[config.mk]
export PLATFORM = sky130hd
export DESIGN_NAME = pwm_channel
export DESIGN_NICKNAME = d
export VERILOG_FILES = /design/src/rtl/rgb_pkg.sv /design/src/rtl/pwm_prescaler.sv /design/src/rtl/pwm_channel.sv
export SDC_FILE = /design/constraint.sdc
export NUM_CORES = 1
export LEC_CHECK = 0
export BUFFER_PORTS_ARGS = -buffer_cell sky130_fd_sc_hd__buf_2
export CAP_MARGIN = 10
export CORE_UTILIZATION = 53
export DETAILED_ROUTE_END_ITERATION = 10
export PLACE_DENSITY = 0.74
export SLEW_MARGIN = 10
export SYNTH_ARGS = -nofsm -noshare
export SYNTH_HDL_FRONTEND = slang
export SYNTH_SLANG_ARGS = --single-unit
[constraint.sdc]
create_clock -name clk -period 5.9 [get_ports clk]
set_input_delay 0.59 -clock clk [delete_from_list [all_inputs] [get_ports clk]]
set_output_delay 0.59 -clock clk [all_outputs]
set_load 0.05 [all_outputs]
[src/rtl/rgb_pkg.sv]
// Shared constants and types for the RGB mixer PWM channels.
// Holds the default width/prescaler and the channel state encoding.
package rgb_pkg;

  localparam int PWM_WIDTH = 8;
  localparam int PWM_DIV   = 1;

  typedef enum logic [1:0] {
    ST_IDLE = 2'd0,
    ST_RUN  = 2'd1,
    ST_STOP = 2'd2
  } pwm_state_t;

  // Prescaler register width; never below one bit.
  function automatic int pre_bits(input int div);
    return (div > 1) ? $clog2(div) : 1;
  endfunction

endpackage

[src/rtl/pwm_prescaler.sv]
// Clock prescaler: tick is high once every DIV cycles while run is set.
// Ports: clk, reset (sync, active-high), clear, run -> tick.
module pwm_prescaler
  import rgb_pkg::*;
#(
  parameter int DIV = PWM_DIV
) (
  input  logic clk,
  input  logic reset,
  input  logic clear,
  input  logic run,
  output logic tick
);

  localparam int PW = pre_bits(DIV);
  localparam logic [PW-1:0] LAST = PW'(DIV - 1);

  logic [PW-1:0] pre;

  assign tick = run && (pre == LAST);

  always_ff @(posedge clk) begin
    if (reset || clear) begin
      pre <= '0;
    end else if (run) begin
      pre <= tick ? '0 : pre + 1'b1;
    end
  end

endmodule

[src/rtl/pwm_channel.sv]
// One PWM colour channel: double-buffered duty, graceful stop.
// Ports: clk, reset, enable, duty -> pwm_out, period_start, busy.
module pwm_channel
  import rgb_pkg::*;
#(
  parameter int WIDTH = PWM_WIDTH,
  parameter int DIV   = PWM_DIV
) (
  input  logic             clk,
  input  logic             reset,
  input  logic             enable,
  input  logic [WIDTH-1:0] duty,
  output logic             pwm_out,
  output logic             period_start,
  output logic             busy
);

  localparam logic [WIDTH-1:0] CNT_MAX = '1;

  pwm_state_t       state;
  logic [WIDTH-1:0] cnt;
  logic [WIDTH-1:0] duty_q;
  logic             tick;
  logic             wrap;
  logic             clr;

  assign busy = (state != ST_IDLE);
  assign wrap = tick && (cnt == CNT_MAX);

  // Prescaler is held at zero in IDLE and when a stop completes.
  assign clr = (state == ST_IDLE) ||
               ((state == ST_STOP) && wrap && !enable);

  pwm_prescaler #(
    .DIV(DIV)
  ) u_pre (
    .clk  (clk),
    .reset(reset),
    .clear(clr),
    .run  (busy),
    .tick (tick)
  );

  always_ff @(posedge clk) begin
    if (reset) begin
      state        <= ST_IDLE;
      cnt          <= '0;
      duty_q       <= '0;
      pwm_out      <= 1'b0;
      period_start <= 1'b0;
    end else begin
      period_start <= 1'b0;
      pwm_out      <= busy && (cnt < duty_q);
      unique case (state)
        ST_IDLE: begin
          cnt <= '0;
          if (enable) begin
            state        <= ST_RUN;
            duty_q       <= duty;
            period_start <= 1'b1;
          end
        end
        ST_RUN: begin
          if (tick) cnt <= cnt + 1'b1;
          // Shadow load only at the wrap: no runt pulses.
          if (wrap) begin
            duty_q       <= duty;
            period_start <= 1'b1;
          end
          if (!enable) state <= ST_STOP;
        end
        ST_STOP: begin
          if (tick) cnt <= cnt + 1'b1;
          if (enable) begin
            state <= ST_RUN;
            if (wrap) begin
              duty_q       <= duty;
              period_start <= 1'b1;
            end
          end else if (wrap) begin
            state <= ST_IDLE;
            cnt   <= '0;
          end
        end
        default: begin
          state <= ST_IDLE;
          cnt   <= '0;
        end
      endcase
    end
  end

endmodule

==> results <==
- The run finished with clean final reports.
- In this run the critical register-to-register path is launched from state[0].
- For this run, the leading register cell type out of synthesis is sky130_fd_sc_hd__dfxtp_1.
- The longest clock path from root to sink contains 2 buffers.
- The path category of the worst min-delay check is flop to flop.
- The synthesized design contains 21 register bits.
- The synthesis warning total is 0.
- The total inserted antenna cells is 0.
- In this run the critical register-to-register path is captured at cnt[7].
- The number of I/O pins is 14.
- The register clock-pin slew on the reported worst setup and hold paths is 120 ps.
- The time the final worst path needs with I/O delays and setup is roughly 2400 ps.
- Among all stages on the critical path, the largest delay is contributed by sky130_fd_sc_hd__o31ai_1.
- The largest fanout of any net on the critical path is 11.
- The pin slew with the least headroom to its limit is 852 ps.
- The vias per cell is around 5.4.
- In the synthesized netlist the async set-or-reset flop fraction comes to 0%.
- TritonCTS built the clock tree.
- The later pin in the worst-skew pair is clocked with a latency of ~320 ps.
- Measured on the finished design, the core utilization comes to ~64%.
- The first global-routing pass estimated approximately 3900 um of wire.
- After detailed routing, the number of remaining DRC violations is 0.
- The cell area power density is around 260 mW/mm2.
- The worst hold path passes through 2 cells.
- At the end of the flow, the number of nets in the layout was 169.
- The portion of synthesized cell area occupied by the leading cell type is about a third.
- After clock tree synthesis, the setup repair step added 0 buffers.
- Of the synthesized area, sequential elements account for a little over a third.
- The maximum level of the CTS H-tree is 1.
- For this block, the via count after detailed routing is roughly 940.
- The CTS root buffer is sky130_fd_sc_hd__clkbuf_4.
- The endpoint with the worst hold slack is duty_q[2].
- Between clock sinks in the finished design, the worst skew comes to between 10 and 15 ps.
- The number of cells upsized or downsized after cts is 0.
- A synthesized cell averages 9.16 um2.
- In this design, the largest share of critical-path delay is due to compound AO/OA/AOI/OAI gates.
- The placed wire-length estimate after detailed placement is ~1700 um.
- The number of non-filler instances in the completed layout is between 150 and 200.
- The core region is about 0.002 mm2.
- The total number of clock tree sinks is 21.
- Adding up every negative setup slack in the final design gives 0 ps.
- The setup slack of the critical path after layout is around 3500 ps.
- The via count of the first global-routing pass is approximately 850.
- The share of the clock period used by the worst path after layout is 40.1%.
- The worst register-to-register path has a setup slack of between 3000 and 4000 ps.
- The area growth from synthesis to layout is 9.49%.
- Summed over all layers, the routed wires come to about 2100 um.
- The hold-fix buffer count after cts is 0.
- The number of hold violations in the final report was 0.
- The worst hold path begins at duty_q[2].
- The kind of launch point of the worst setup path is a flop.
- The number of cells on the worst reg-to-reg path is 6.
- The cell area that synthesis handed to floorplanning was ~0.0012 mm2.
- Setup violations remaining at the end of the flow were counted as 0.
- The number of flops mapped to enable cells by yosys is 0.
- For this run the aggregate overflow at the end of global routing stands at 0.
- The number of placed instances, taps included, is roughly 170.
- The worst path required time is about 6100 ps.
- In the post-synthesis netlist, the biggest area contributors are sky130_fd_sc_hd__dfxtp_1, sky130_fd_sc_hd__ha_1, sky130_fd_sc_hd__nand2b_1, sky130_fd_sc_hd__mux2i_1, sky130_fd_sc_hd__inv_1.
- The library cell with the largest summed area after synthesis is sky130_fd_sc_hd__dfxtp_1.
- Clock tree synthesis inserted a total of 3 buffers.
- The layout cell share with drive strength beyond 1 is roughly 14%.
- Fill cells in the final layout number 182.
- Entering global routing, the biggest net connects 23 pins.
- Timing would allow up to ~420 MHz.
- Counting both buffers and inverters, the worst setup path holds a total of 1.
- The type of the setup path with the least slack is flop to flop.
- The initial antenna violation count was 0.
- The count of distinct cell types in the synthesized netlist is 33.
- The die extent in y is 49.6 um.
- The detailed-route wire length per cell is ~12 um.
- The first TritonRoute pass finished after 4 iterations.
- For this configuration, the core starts out at a cell density of between 50% and 60%.
- Setup repair after global routing left no endpoint under its margin.
- The relative max-transition margin is between 40% and 50%.
- The number of pins with negative max-slew slack in the final report is 0.
- The tightest hold margin is slightly below 500 ps.
- The net count after synthesis is ~150.
- In this run the tool buffered the top-level ports with 13 buffer cells.
- In this run the core area contains 16 standard-cell rows.
- The number of DRC markers after the initial detailed-route iteration is 10.
- The most instantiated library cell after synthesis is sky130_fd_sc_hd__dfxtp_1.
- The pre-CTS setup slack is 3550 ps.
- The data arrival time at the worst-slack endpoint is 2540 ps.
- The largest single stage delay on the critical path is around 720 ps.
- The count of nets left with antenna violations once routing finished came out at 0.
- The die area is between 0.002 and 0.0025 mm2.
- The worst vdd rail ir drop is 0.000225 V.
- The category of the worst setup path capture point is a flop.
- The die width is 49.6 um.
- The leakage power of the design is roughly 0.54 nW.
- The commonest cells after synthesis are sky130_fd_sc_hd__dfxtp_1, sky130_fd_sc_hd__nand2b_1, sky130_fd_sc_hd__ha_1.
- The signal on the critical path passes through inv_1 > ha_1 > and4bb_4 > nand3_4 > o31ai_1 > nor2_1.
- The total track usage is a little over a fifth.
- Synthesis produced a netlist whose cell count is 131.
- The placer congestion estimate is about 0.9.
- The max-capacitance violation count is 0.
-- power by group --
| group | leakage (nW) | switching [W] | total (W) | internal (W) |
|---|---|---|---|---|
| Combinational | 0.354 | 0.0000609 | 0.000105 | 0.0000436 |
| Clock | 0.0177 | 0.0000465 | 0.0000719 | 0.0000254 |
| Sequential | 0.172 | 0.00000762 | 0.000163 | 0.000156 |
-- worst register-to-register path: stages (launching register included) --
cell,delay (ps)
sky130_fd_sc_hd__dfxtp_1,390
sky130_fd_sc_hd__inv_1,120
sky130_fd_sc_hd__ha_1,340
sky130_fd_sc_hd__and4bb_4,430
sky130_fd_sc_hd__nand3_4,110
sky130_fd_sc_hd__o31ai_1,720
sky130_fd_sc_hd__nor2_1,120
-- how the worst max path moves through the flow --
stage / from / endpoint / depth (start not counted)
after detailed placement: state[0] / cnt[5] / 6
after global placement: state[0] / cnt[0] / 6
after floorplan: state[0] / cnt[0] / 6
after global routing: state[0] / cnt[5] / 6
final: state[0] / cnt[7] / 6
after CTS: state[0] / cnt[7] / 6
-- per-stage QoR --
step	cell area [um2]	power, W
after global placement	1290	0.000268
after floorplan	1200	0.000250
final	1310	0.000340
after CTS	1310	0.000344
after global routing	1310	0.000361
after detailed placement	1290	0.000272
-- layout by cell type (no fill, tap or decap), types with 2 or more instances in the layout --
cell type / n
sky130_fd_sc_hd__a21oi_1: 6
sky130_fd_sc_hd__and4_1: 2
sky130_fd_sc_hd__buf_2: 13
sky130_fd_sc_hd__clkbuf_4: 3
sky130_fd_sc_hd__dfxtp_1: 21
sky130_fd_sc_hd__ha_1: 12
sky130_fd_sc_hd__inv_1: 11
sky130_fd_sc_hd__mux2i_1: 8
sky130_fd_sc_hd__nand2_1: 8
sky130_fd_sc_hd__nand2b_1: 16
sky130_fd_sc_hd__nor2_1: 11
sky130_fd_sc_hd__nor3_1: 4
sky130_fd_sc_hd__o21ai_0: 3
sky130_fd_sc_hd__o31ai_1: 2
sky130_fd_sc_hd__xnor2_1: 4
sky130_fd_sc_hd__xor2_1: 3
-- kinds of logic after synthesis --
| group | after synthesis | synth area share (%) |
|---|---|---|
| AOI/OAI and AO/OA | 19 | 12.3 |
| xor gates and xnor gates | 7 | 5.11 |
| adders and majority gates | 12 | 12.5 |
| buffers and inverters | 14 | 4.48 |
| DFF | 21 | 35.0 |
| muxes | 8 | 6.67 |
| other | 1 | 0.313 |
| and+or+nand+nor | 49 | 23.6 |
-- area by class of cell --
| cell class | count | area, um2 | area share, % |
|---|---|---|---|
| Sequential cell | 21 | 420 | 32.0 |
| Timing Repair Buffer | 13 | 65.1 | 4.95 |
| Clock buffer | 3 | 22.5 | 1.71 |
| Tap cell | 27 | 33.8 | 2.57 |
| Clock inverter | 1 | 5.00 | 0.381 |
| Multi-Input combinational cell | 96 | 726 | 55.2 |
| Inverter | 11 | 41.3 | 3.14 |
-- per-layer routing --
layer	share of wire [%]	global-route usage (%)	vias up
li1	-	-	474
met1	48	27.9	440
met2	47	31.5	17
met3	2.6	3.70	5
met4	2.3	11.4	0
met5	0	0	-
-- sequential cells by signal (all words and copies together) (netlist names) --
signal	count
cnt	8
duty_q	8
state	2
period_start	1
pwm_out	1
u_pre.pre	1
No activity file was read; power rests on OpenSTA's default activity.
